$ cat src/rtl/div_sequencer_pkg.sv
// div_sequencer_pkg: shared definitions for the divider sequencer.
//   - Op encodings for div/divu/rem/remu.
//   - Sequencer state enum.
//   - Helpers that build the signed-MIN and all-ones constants for a given bus width.
// Ports: none (package).
// Optional feature macro used by importers: DIV_SEQ_RESULT_CACHE_EN.
package div_sequencer_pkg;

    localparam logic [1:0] OP_DIV  = 2'b00;
    localparam logic [1:0] OP_DIVU = 2'b01;
    localparam logic [1:0] OP_REM  = 2'b10;
    localparam logic [1:0] OP_REMU = 2'b11;

    localparam int unsigned MAX_BUS_WIDTH = 64;

    typedef enum logic [1:0] {
        StIdle = 2'd0,
        StBusy = 2'd1,
        StDone = 2'd2
    } state_e;

    // Signed minimum (1 followed by zeros) for a w-bit bus, right-aligned in 64 bits.
    function automatic logic [MAX_BUS_WIDTH-1:0] signed_min(input int unsigned w);
        return 64'd1 << (w - 1);
    endfunction

    // All ones for a w-bit bus, right-aligned in 64 bits.
    function automatic logic [MAX_BUS_WIDTH-1:0] all_ones(input int unsigned w);
        if (w >= MAX_BUS_WIDTH) begin
            return {MAX_BUS_WIDTH{1'b1}};
        end
        return (64'd1 << w) - 64'd1;
    endfunction

endpackage

$ cat src/rtl/div_special_case.sv
// div_special_case: combinational detection of divide results that need no divider.
//   - Divide by zero: div/divu -> all ones, rem/remu -> dividend.
//   - Signed overflow (MIN / -1): div -> MIN, rem -> 0. Unsigned ops never overflow.
// Ports:
//   in1, in2        dividend / divisor
//   control         op select (00 div, 01 divu, 10 rem, 11 remu)
//   is_special      result is available without the divider
//   special_result  the short-circuit result (valid when is_special)
module div_special_case
    import div_sequencer_pkg::*;
#(
    parameter int unsigned BUS_WIDTH         = 64,
    parameter int unsigned ALU_CONTROL_WIDTH = 2
) (
    input  logic [BUS_WIDTH-1:0]         in1,
    input  logic [BUS_WIDTH-1:0]         in2,
    input  logic [ALU_CONTROL_WIDTH-1:0] control,
    output logic                         is_special,
    output logic [BUS_WIDTH-1:0]         special_result
);

    localparam logic [BUS_WIDTH-1:0] SMIN = BUS_WIDTH'(signed_min(BUS_WIDTH));
    localparam logic [BUS_WIDTH-1:0] ONES = BUS_WIDTH'(all_ones(BUS_WIDTH));

    logic [1:0] op;
    logic       signed_op;
    logic       rem_op;
    logic       div_zero;
    logic       overflow;

    assign op        = control[1:0];
    assign signed_op = (op == OP_DIV) || (op == OP_REM);
    assign rem_op    = (op == OP_REM) || (op == OP_REMU);
    assign div_zero  = (in2 == '0);
    assign overflow  = signed_op && (in1 == SMIN) && (in2 == ONES);

    always_comb begin
        is_special     = div_zero || overflow;
        special_result = '0;
        if (div_zero) begin
            special_result = rem_op ? in1 : ONES;
        end else if (overflow) begin
            special_result = rem_op ? '0 : SMIN;
        end
    end

endmodule

$ cat src/rtl/div_sequencer.sv
// div_sequencer: sequences a fixed-latency divider for the execute stage.
//   Accepts one request at a time, holds operands on the divider inputs, counts down
//   DIV_LATENCY, captures the divider result and presents it with its tag.
//   Divide-by-zero and signed overflow complete in one cycle without the divider.
//   Optional: `define DIV_SEQ_RESULT_CACHE_EN adds a one-entry result cache that
//   replays the last normally completed op on an exact {in1, in2, control} match.
// Ports:
//   clk, rst_n                       clock, async active-low reset
//   req_valid/req_ready              request handshake
//   req_in1/req_in2/req_control      operands and op select
//   req_tag                          destination tag
//   flush                            kill any in-flight or held op
//   div_in1/div_in2/div_control      registered divider inputs
//   div_out                          divider result
//   resp_valid/resp_ready            response handshake
//   resp_data/resp_tag               result and its tag
//   busy                             state is not IDLE
module div_sequencer
    import div_sequencer_pkg::*;
#(
    parameter int unsigned BUS_WIDTH         = 64,
    parameter int unsigned ALU_CONTROL_WIDTH = 2,
    parameter int unsigned DIV_LATENCY       = 20,
    parameter int unsigned TAG_WIDTH         = 5
) (
    input  logic                         clk,
    input  logic                         rst_n,
    input  logic                         req_valid,
    output logic                         req_ready,
    input  logic [BUS_WIDTH-1:0]         req_in1,
    input  logic [BUS_WIDTH-1:0]         req_in2,
    input  logic [ALU_CONTROL_WIDTH-1:0] req_control,
    input  logic [TAG_WIDTH-1:0]         req_tag,
    input  logic                         flush,
    output logic [BUS_WIDTH-1:0]         div_in1,
    output logic [BUS_WIDTH-1:0]         div_in2,
    output logic [ALU_CONTROL_WIDTH-1:0] div_control,
    input  logic [BUS_WIDTH-1:0]         div_out,
    output logic                         resp_valid,
    input  logic                         resp_ready,
    output logic [BUS_WIDTH-1:0]         resp_data,
    output logic [TAG_WIDTH-1:0]         resp_tag,
    output logic                         busy
);

    localparam int unsigned CNT_W = $clog2(DIV_LATENCY + 1);

    state_e                 state_q;
    logic [CNT_W-1:0]       cnt_q;
    logic                   accept;
    logic                   is_special;
    logic [BUS_WIDTH-1:0]   special_result;
    logic                   cache_hit;
    logic [BUS_WIDTH-1:0]   cache_result;
    logic                   complete;

    div_special_case #(
        .BUS_WIDTH         (BUS_WIDTH),
        .ALU_CONTROL_WIDTH (ALU_CONTROL_WIDTH)
    ) u_special (
        .in1            (req_in1),
        .in2            (req_in2),
        .control        (req_control),
        .is_special     (is_special),
        .special_result (special_result)
    );

    assign req_ready = (state_q == StIdle) && !flush;
    assign accept    = req_valid && req_ready;
    assign busy      = (state_q != StIdle);
    // Divider result is sampled on this edge unless a flush discards it.
    assign complete  = (state_q == StBusy) && (cnt_q == CNT_W'(1)) && !flush;

`ifdef DIV_SEQ_RESULT_CACHE_EN
    logic                         cache_valid_q;
    logic [BUS_WIDTH-1:0]         cache_in1_q;
    logic [BUS_WIDTH-1:0]         cache_in2_q;
    logic [ALU_CONTROL_WIDTH-1:0] cache_ctl_q;
    logic [BUS_WIDTH-1:0]         cache_result_q;

    assign cache_hit    = cache_valid_q && (req_in1 == cache_in1_q) &&
                          (req_in2 == cache_in2_q) && (req_control == cache_ctl_q);
    assign cache_result = cache_result_q;

    // Only reset invalidates; flush leaves the last good result in place.
    always_ff @(posedge clk or negedge rst_n) begin
        if (!rst_n) begin
            cache_valid_q  <= 1'b0;
            cache_in1_q    <= '0;
            cache_in2_q    <= '0;
            cache_ctl_q    <= '0;
            cache_result_q <= '0;
        end else if (complete) begin
            cache_valid_q  <= 1'b1;
            cache_in1_q    <= div_in1;
            cache_in2_q    <= div_in2;
            cache_ctl_q    <= div_control;
            cache_result_q <= div_out;
        end
    end
`else
    assign cache_hit    = 1'b0;
    assign cache_result = '0;
`endif

    always_ff @(posedge clk or negedge rst_n) begin
        if (!rst_n) begin
            state_q     <= StIdle;
            cnt_q       <= '0;
            div_in1     <= '0;
            div_in2     <= '0;
            div_control <= '0;
            resp_valid  <= 1'b0;
            resp_data   <= '0;
            resp_tag    <= '0;
        end else if (flush) begin
            state_q    <= StIdle;
            cnt_q      <= '0;
            resp_valid <= 1'b0;
        end else begin
            unique case (state_q)
                StIdle: begin
                    if (accept) begin
                        resp_tag <= req_tag;
                        if (is_special) begin
                            // Divider inputs stay untouched on the short-circuit path.
                            resp_data  <= special_result;
                            resp_valid <= 1'b1;
                            state_q    <= StDone;
                        end else if (cache_hit) begin
                            resp_data  <= cache_result;
                            resp_valid <= 1'b1;
                            state_q    <= StDone;
                        end else begin
                            div_in1     <= req_in1;
                            div_in2     <= req_in2;
                            div_control <= req_control;
                            cnt_q       <= CNT_W'(DIV_LATENCY);
                            state_q     <= StBusy;
                        end
                    end
                end
                StBusy: begin
                    cnt_q <= cnt_q - CNT_W'(1);
                    if (complete) begin
                        resp_data  <= div_out;
                        resp_valid <= 1'b1;
                        state_q    <= StDone;
                    end
                end
                StDone: begin
                    if (resp_ready) begin
                        resp_valid <= 1'b0;
                        state_q    <= StIdle;
                    end
                end
                default: begin
                    state_q <= StIdle;
                end
            endcase
        end
    end

endmodule

$ cat config.mk
export PLATFORM = sky130hd
export DESIGN_NAME = div_sequencer
export DESIGN_NICKNAME = d
export VERILOG_FILES = /design/src/rtl/div_sequencer_pkg.sv /design/src/rtl/div_special_case.sv /design/src/rtl/div_sequencer.sv
export SDC_FILE = /design/constraint.sdc
export NUM_CORES = 1
export LEC_CHECK = 0
export ABC_AREA = 1
export CAP_MARGIN = 20
export CELL_PAD_IN_SITES_DETAIL_PLACEMENT = 0
export CELL_PAD_IN_SITES_GLOBAL_PLACEMENT = 2
export CORE_ASPECT_RATIO = 1.75
export CORE_MARGIN = 10
export CORE_UTILIZATION = 26
export CTS_BUF_LIST = sky130_fd_sc_hd__clkbuf_8
export DETAILED_ROUTE_END_ITERATION = 10
export PLACE_DENSITY_LB_ADDON = 0.3
export SLEW_MARGIN = 20
export SYNTH_ARGS = -nofsm -noshare
export SYNTH_HDL_FRONTEND = slang
export SYNTH_SLANG_ARGS = --single-unit
$ cat constraint.sdc
create_clock -name clk -period 4.4 [get_ports clk]
set_input_delay 0.88 -clock clk [delete_from_list [all_inputs] [get_ports clk]]
set_output_delay 0.88 -clock clk [all_outputs]
set_load 0.01 [all_outputs]
[After elaboration in Yosys (flattened, before gate mapping)]
Cells that the tools add are included.
Widths: inputs -> output; s select.
Storage, ports and cells
  bits in registers: 207
  ROM bits: 0
  bits in latches: 0
  memories: 0
  memory bits (writable): 0
  logic and storage cells: 73
Operators by class
  multipliers: 0
  $lt $le $gt $ge: 0
  reductions and logical operators: 23
  shift operators: 0
  bitwise gates (word level): 2
  muxes and demuxes: 24
  div/mod/pow operators: 0
  eq/ne operators: 15
  add/sub/neg operators: 1
Operator list (number)
  $mux 64: 7
  $eq 64x64->1 const B: 2
  $pmux 64 s2: 1
  $logic_not 64->1: 1
  $mux 5: 3
  $ne 3x3->1 const B: 5
  $mux 2: 5
  $pmux 5 s2: 1
  $reduce_and 5->1: 2
  $reduce_and 3->1: 3
  $eq 2x2->1 const B: 3
  $logic_and 1x1->1: 6
  $ne 2x2->1 const B: 3
  $pmux 2 s3: 1
  $eq 5x1->1 const B: 1
  $mux 1: 5
  $sub 5x1->5 const B: 1
  $logic_not 2->1: 2
  $reduce_and 4->1: 1
  $reduce_bool 2->1: 2
  $reduce_bool 4->1: 1
  $logic_or 1x1->1: 3
  $pmux 1 s3: 1
  $reduce_bool 3->1: 1
  3 further kinds: 4

[Depth between registers and ports, before layout]
  depth in word-level cells: 9
  depth in mapped cells: 14
  mapped depth without buffers: 13

[By module]
From an unflattened synthesis, not the netlist that was laid out.
Second synthesis, totals
  cell total of the unflattened synthesis: 1469
  area total of the unflattened synthesis: 10652.7 um^2
By module, submodules not included
  div_sequencer: times used 1, cells each 1135, area an instance 9180.1 um^2
  div_special_case: times used 1, cells each 334, area an instance 1472.7 um^2

[Least setup slack after synthesis]
No wires, ideal clock.
  path type: input to register
  start point: input port req_in1[60]
  end point: register resp_data[10]
  path slack: 2222 ps
  arrival time: 2062 ps
  stages on the path: 14
  required time: 4284 ps
  path through: inv_1 nand2_1 nor2_1 nand2_1 nor2_1 nand2_1 nor2_1 nand3_2 nand3_1 nand3b_1 buf_2 buf_2 nand2_1 nand2_1
Between the ends
  longest elaborated chain between the ends: 8
  elaborated cells between the ends (all ways): 11
Ends and longest elaborated chain
  start, declared: RTL line div_sequencer.sv:30  | input logic [BUS_WIDTH-1:0] req_in1,
  $eq 64x64->1 *: RTL line div_special_case.sv:35  | assign overflow = signed_op && (in1 == SMIN) && (in2 == ONES);
  $logic_and 1x1->1 * (2 in a row): RTL line div_special_case.sv:35
  $mux 64: RTL line div_special_case.sv:42  | end else if (overflow) begin
  $mux 64: RTL line div_special_case.sv:40  | if (div_zero) begin
  $mux 64: RTL line div_sequencer.sv:125  | if (is_special) begin
  $mux 64: RTL line div_sequencer.sv:123  | if (accept) begin
  $pmux 64 s2: RTL line div_sequencer.sv:121  | unique case (state_q)
  end signal, assigned: RTL line div_sequencer.sv:127  | resp_data <= special_result;
  end signal, assigned: RTL line div_sequencer.sv:131  | resp_data <= cache_result;
  end signal, assigned: RTL line div_sequencer.sv:146  | resp_data <= div_out;
  end, declared: RTL line div_sequencer.sv:41  | output logic [BUS_WIDTH-1:0] resp_data,
Every way passes the cells marked *; elsewhere a longest branch is shown, timed or not. The select of a mux whose other input is x is not followed.
A chain may end at the register's enable or synchronous reset.

[Final worst setup path]
  start point: input port req_in1[3]
  end point: register div_in1[38]
Between the ends
  longest elaborated chain between the ends: 6
Ends and longest elaborated chain
  $eq 64x64->1: RTL line div_special_case.sv:35
  $logic_and 1x1->1 (2 in a row): RTL line div_special_case.sv:35
  $logic_or 1x1->1: RTL line div_special_case.sv:38  | is_special = div_zero || overflow;
  $not 1->1 (no source line)
  $reduce_and 4->1 (no source line)
  end signal, assigned: RTL line div_sequencer.sv:135  | div_in1 <= req_in1;
  end, declared: RTL line div_sequencer.sv:35  | output logic [BUS_WIDTH-1:0] div_in1,
Every way passes these cells.

==> metrics <==
status=finished, final reports clean; total CTS buffers=37; first-pass GRT wire length=69.58 mm; pwr dens=641.0 mW/mm2; Port Buffers=405; YS warnings=0; Die Width=168.8 um; Via density=4.587; die area=0.04735 mm2; Core Box Area=0.03839 mm2; Post-CTS Setup Inserts=0; Post-synth ARST share=1.000; Nets=1,917; Syn Inst Count=1,329; Initial Utilization=0.2625; Required @ worst endpoint=4850 ps; slowest cell delay on critical path=710 ps; Synth cell types=29; Cell Rows=95; area of the multi-input gates=0.004372 mm2; Die H=280.5 um; CP startpoint kind=input port; clk_skew=23.35 ps; Netlist Area Pre-Place=0.01008 mm2; Non-Filler Instances=2,225; number of synthesized flops with an enable pin=0; WL/cell=20.92 um; Fin. Hold Viols=0; Clock Latency Late Sink=560 ps; critical setup path kind=input port to flip-flop; min-delay worst type=input port to asynchronous set/reset pin; CP arrival=3810 ps; post-synth top area share=0.5140; sequential element share of the synthesized area=0.5140; Peak supply drop=0.2814 mV; # setup viols final=0; share of cells above drive strength 1=0.05248; setup tns final=0 ps; GR Overflow Total=0; dpl hpwl=33.53 mm; Tcrit/Tclk final=0.7650; FILL cells=4,009; Post-route DRC=0; max_cap viols=0; antenna-violating nets left=0; Syn Nets=1,538; Crit path max-delay family=simple AND/OR/NAND/NOR gates; crit path cell chain=clkdlybuf4s50_1 -> nor2_1 -> and2_1 -> nand2_1 -> nor2_1 -> nand2_1 -> nor2_1 -> nand3_2 -> nand2_4 -> nor2_8 -> buf_4 -> nand2_1 -> o21a_1; root buffer cell=clkbuf_8; CP bufs+invs=2; syn avg cell area=7.583 um2; initial antenna violation count=7; cell at the slowest stage of the critical path=nor2_8; CP max FO=69; CTS resizes=0; main area contributors after synthesis=dfrtp_1, nand2_1, o21ai_0, nor2_1, clkbuf_1; GRT Total Usage=0.1907; synth cell count leaders=nand2_1, o21ai_0, dfrtp_1, nor2_1, clkbuf_1; Pleak=6.981 nW; fmax=297.1 MHz; cell with the most instances after synthesis=nand2_1; GPL Wtd Cong=0.8339; number of global-route vias before repair=11,050; register area=0.005180 mm2; clock tree buffer depth=3; worst slew pin tran=963.2 ps; Main synth FF type=dfrtp_1; I/O pin cnt=406; overall power=9.820 mW; Vias=10,210; hold buffer count at cts=0; DR iter-0 viols=468; flops & latches, synth=207; crit path capture type=flip-flop; P&R area growth vs syn=52.01%; largest net degree at the start of global routing=111; Detailed Routing Iterations Pass 1=5; fin crit period=3366 ps; pins over their slew limit=0; Slew headroom=0.3578; CTS tree=done; H-tree depth=2; DP Cell Count=2,154; CTS Sinks=207; RSZ-0062 raised after global routing=no; clk slew on worst S/H paths=70 ps; area leader, netlist=dfrtp_1; drt total wl=46.55 mm
==> cells by family (layout without fill, tap and decap cells) <==
family,after synthesis,after routing,synth area share
simple gates,732,732,0.2880
compound gates,266,266,0.1381
flops,207,207,0.5140
buf+inv,119,524,0.05376
fa+ha+maj,5,5,0.006207
other cells,0,6,0
==> stage by stage <==
step                        util  cell area [um2]  hold slack, ps  setup WS, ps
final                     0.3990            15320           396.8          1034
after global placement    0.3778            14510           453.7         456.0
after floorplan                -            10080           441.9          2222
after global routing      0.3990            15320           468.5         774.8
after CTS                 0.3986            15300           421.3         998.2
after detailed placement  0.3778            14510           461.9         423.1
==> where the power goes <==
group	leakage (nW)	internal, mW	switching, mW
clock network	0.446	1.11	0.871
logic	3.92	2.22	2.34
registers	2.62	2.79	0.492
==> routing by layer <==
layer	track usage	vias up	wire length, um
li1	-	5008	-
met1	0.1894	4775	15950
met2	0.3486	351	24950
met3	0.06814	69	4099
met4	0.07859	2	1532
met5	0	-	17
==> final timing paths <==
| check | to | startpoint | slack, ps | cells past startpoint |
|---|---|---|---|---|
| min | resp_data[6] | rst_n | 400 | 1 |
| min reg2reg | resp_data[62] | resp_data[62] | 480 | 2 |
| max in group asynchronous | div_in2[47] | rst_n | 3020 | 2 |
| max | div_in1[38] | req_in1[3] | 1030 | 13 |
| min in group clk | resp_data[62] | resp_data[62] | 480 | 2 |
| max reg2reg | div_in1[38] | state_q[1] | 1040 | 11 |
==> sequential cells by signal (all words and copies together), names as in the netlist <==
| register | flops |
|---|---|
| state_q | 2 |
| resp_valid | 1 |
| div_in2 | 64 |
| cnt_q | 5 |
| div_in1 | 64 |
| resp_data | 64 |
| resp_tag | 5 |
| div_control | 2 |
==> final cells by class <==
cell class | instances | area share
sequential | 207 | 0.3381
multi-input combinational | 1003 | 0.2854
antenna | 6 | 0.0009801
inverter | 38 | 0.009392
timing repair buffer | 421 | 0.2744
clock buffer | 49 | 0.04402
tap | 485 | 0.03961
clock inverter | 16 | 0.008086
==> layout by cell type, fill, tap and decap left out, types with 2 or more instances in the layout <==
cell type and instances:
buf_4 14, inv_1 41, and2_1 2, o21a_1 22
nand3_1 10, nand2_2 3, nand4_1 15, nor2_8 3
nand2_1 596, nor3_2 2, clkbuf_8 49, dfrtp_1 207
buf_12 2, nor3_1 2, ha_1 4, clkinv_2 3
a21oi_1 3, clkdlybuf4s50_1 404, diode_2 6, a31oi_1 2
inv_2 6, o21ai_1 5, o21ai_0 233, nor2_1 93
bufinv_16 2
(Power assumes the default switching activity.)
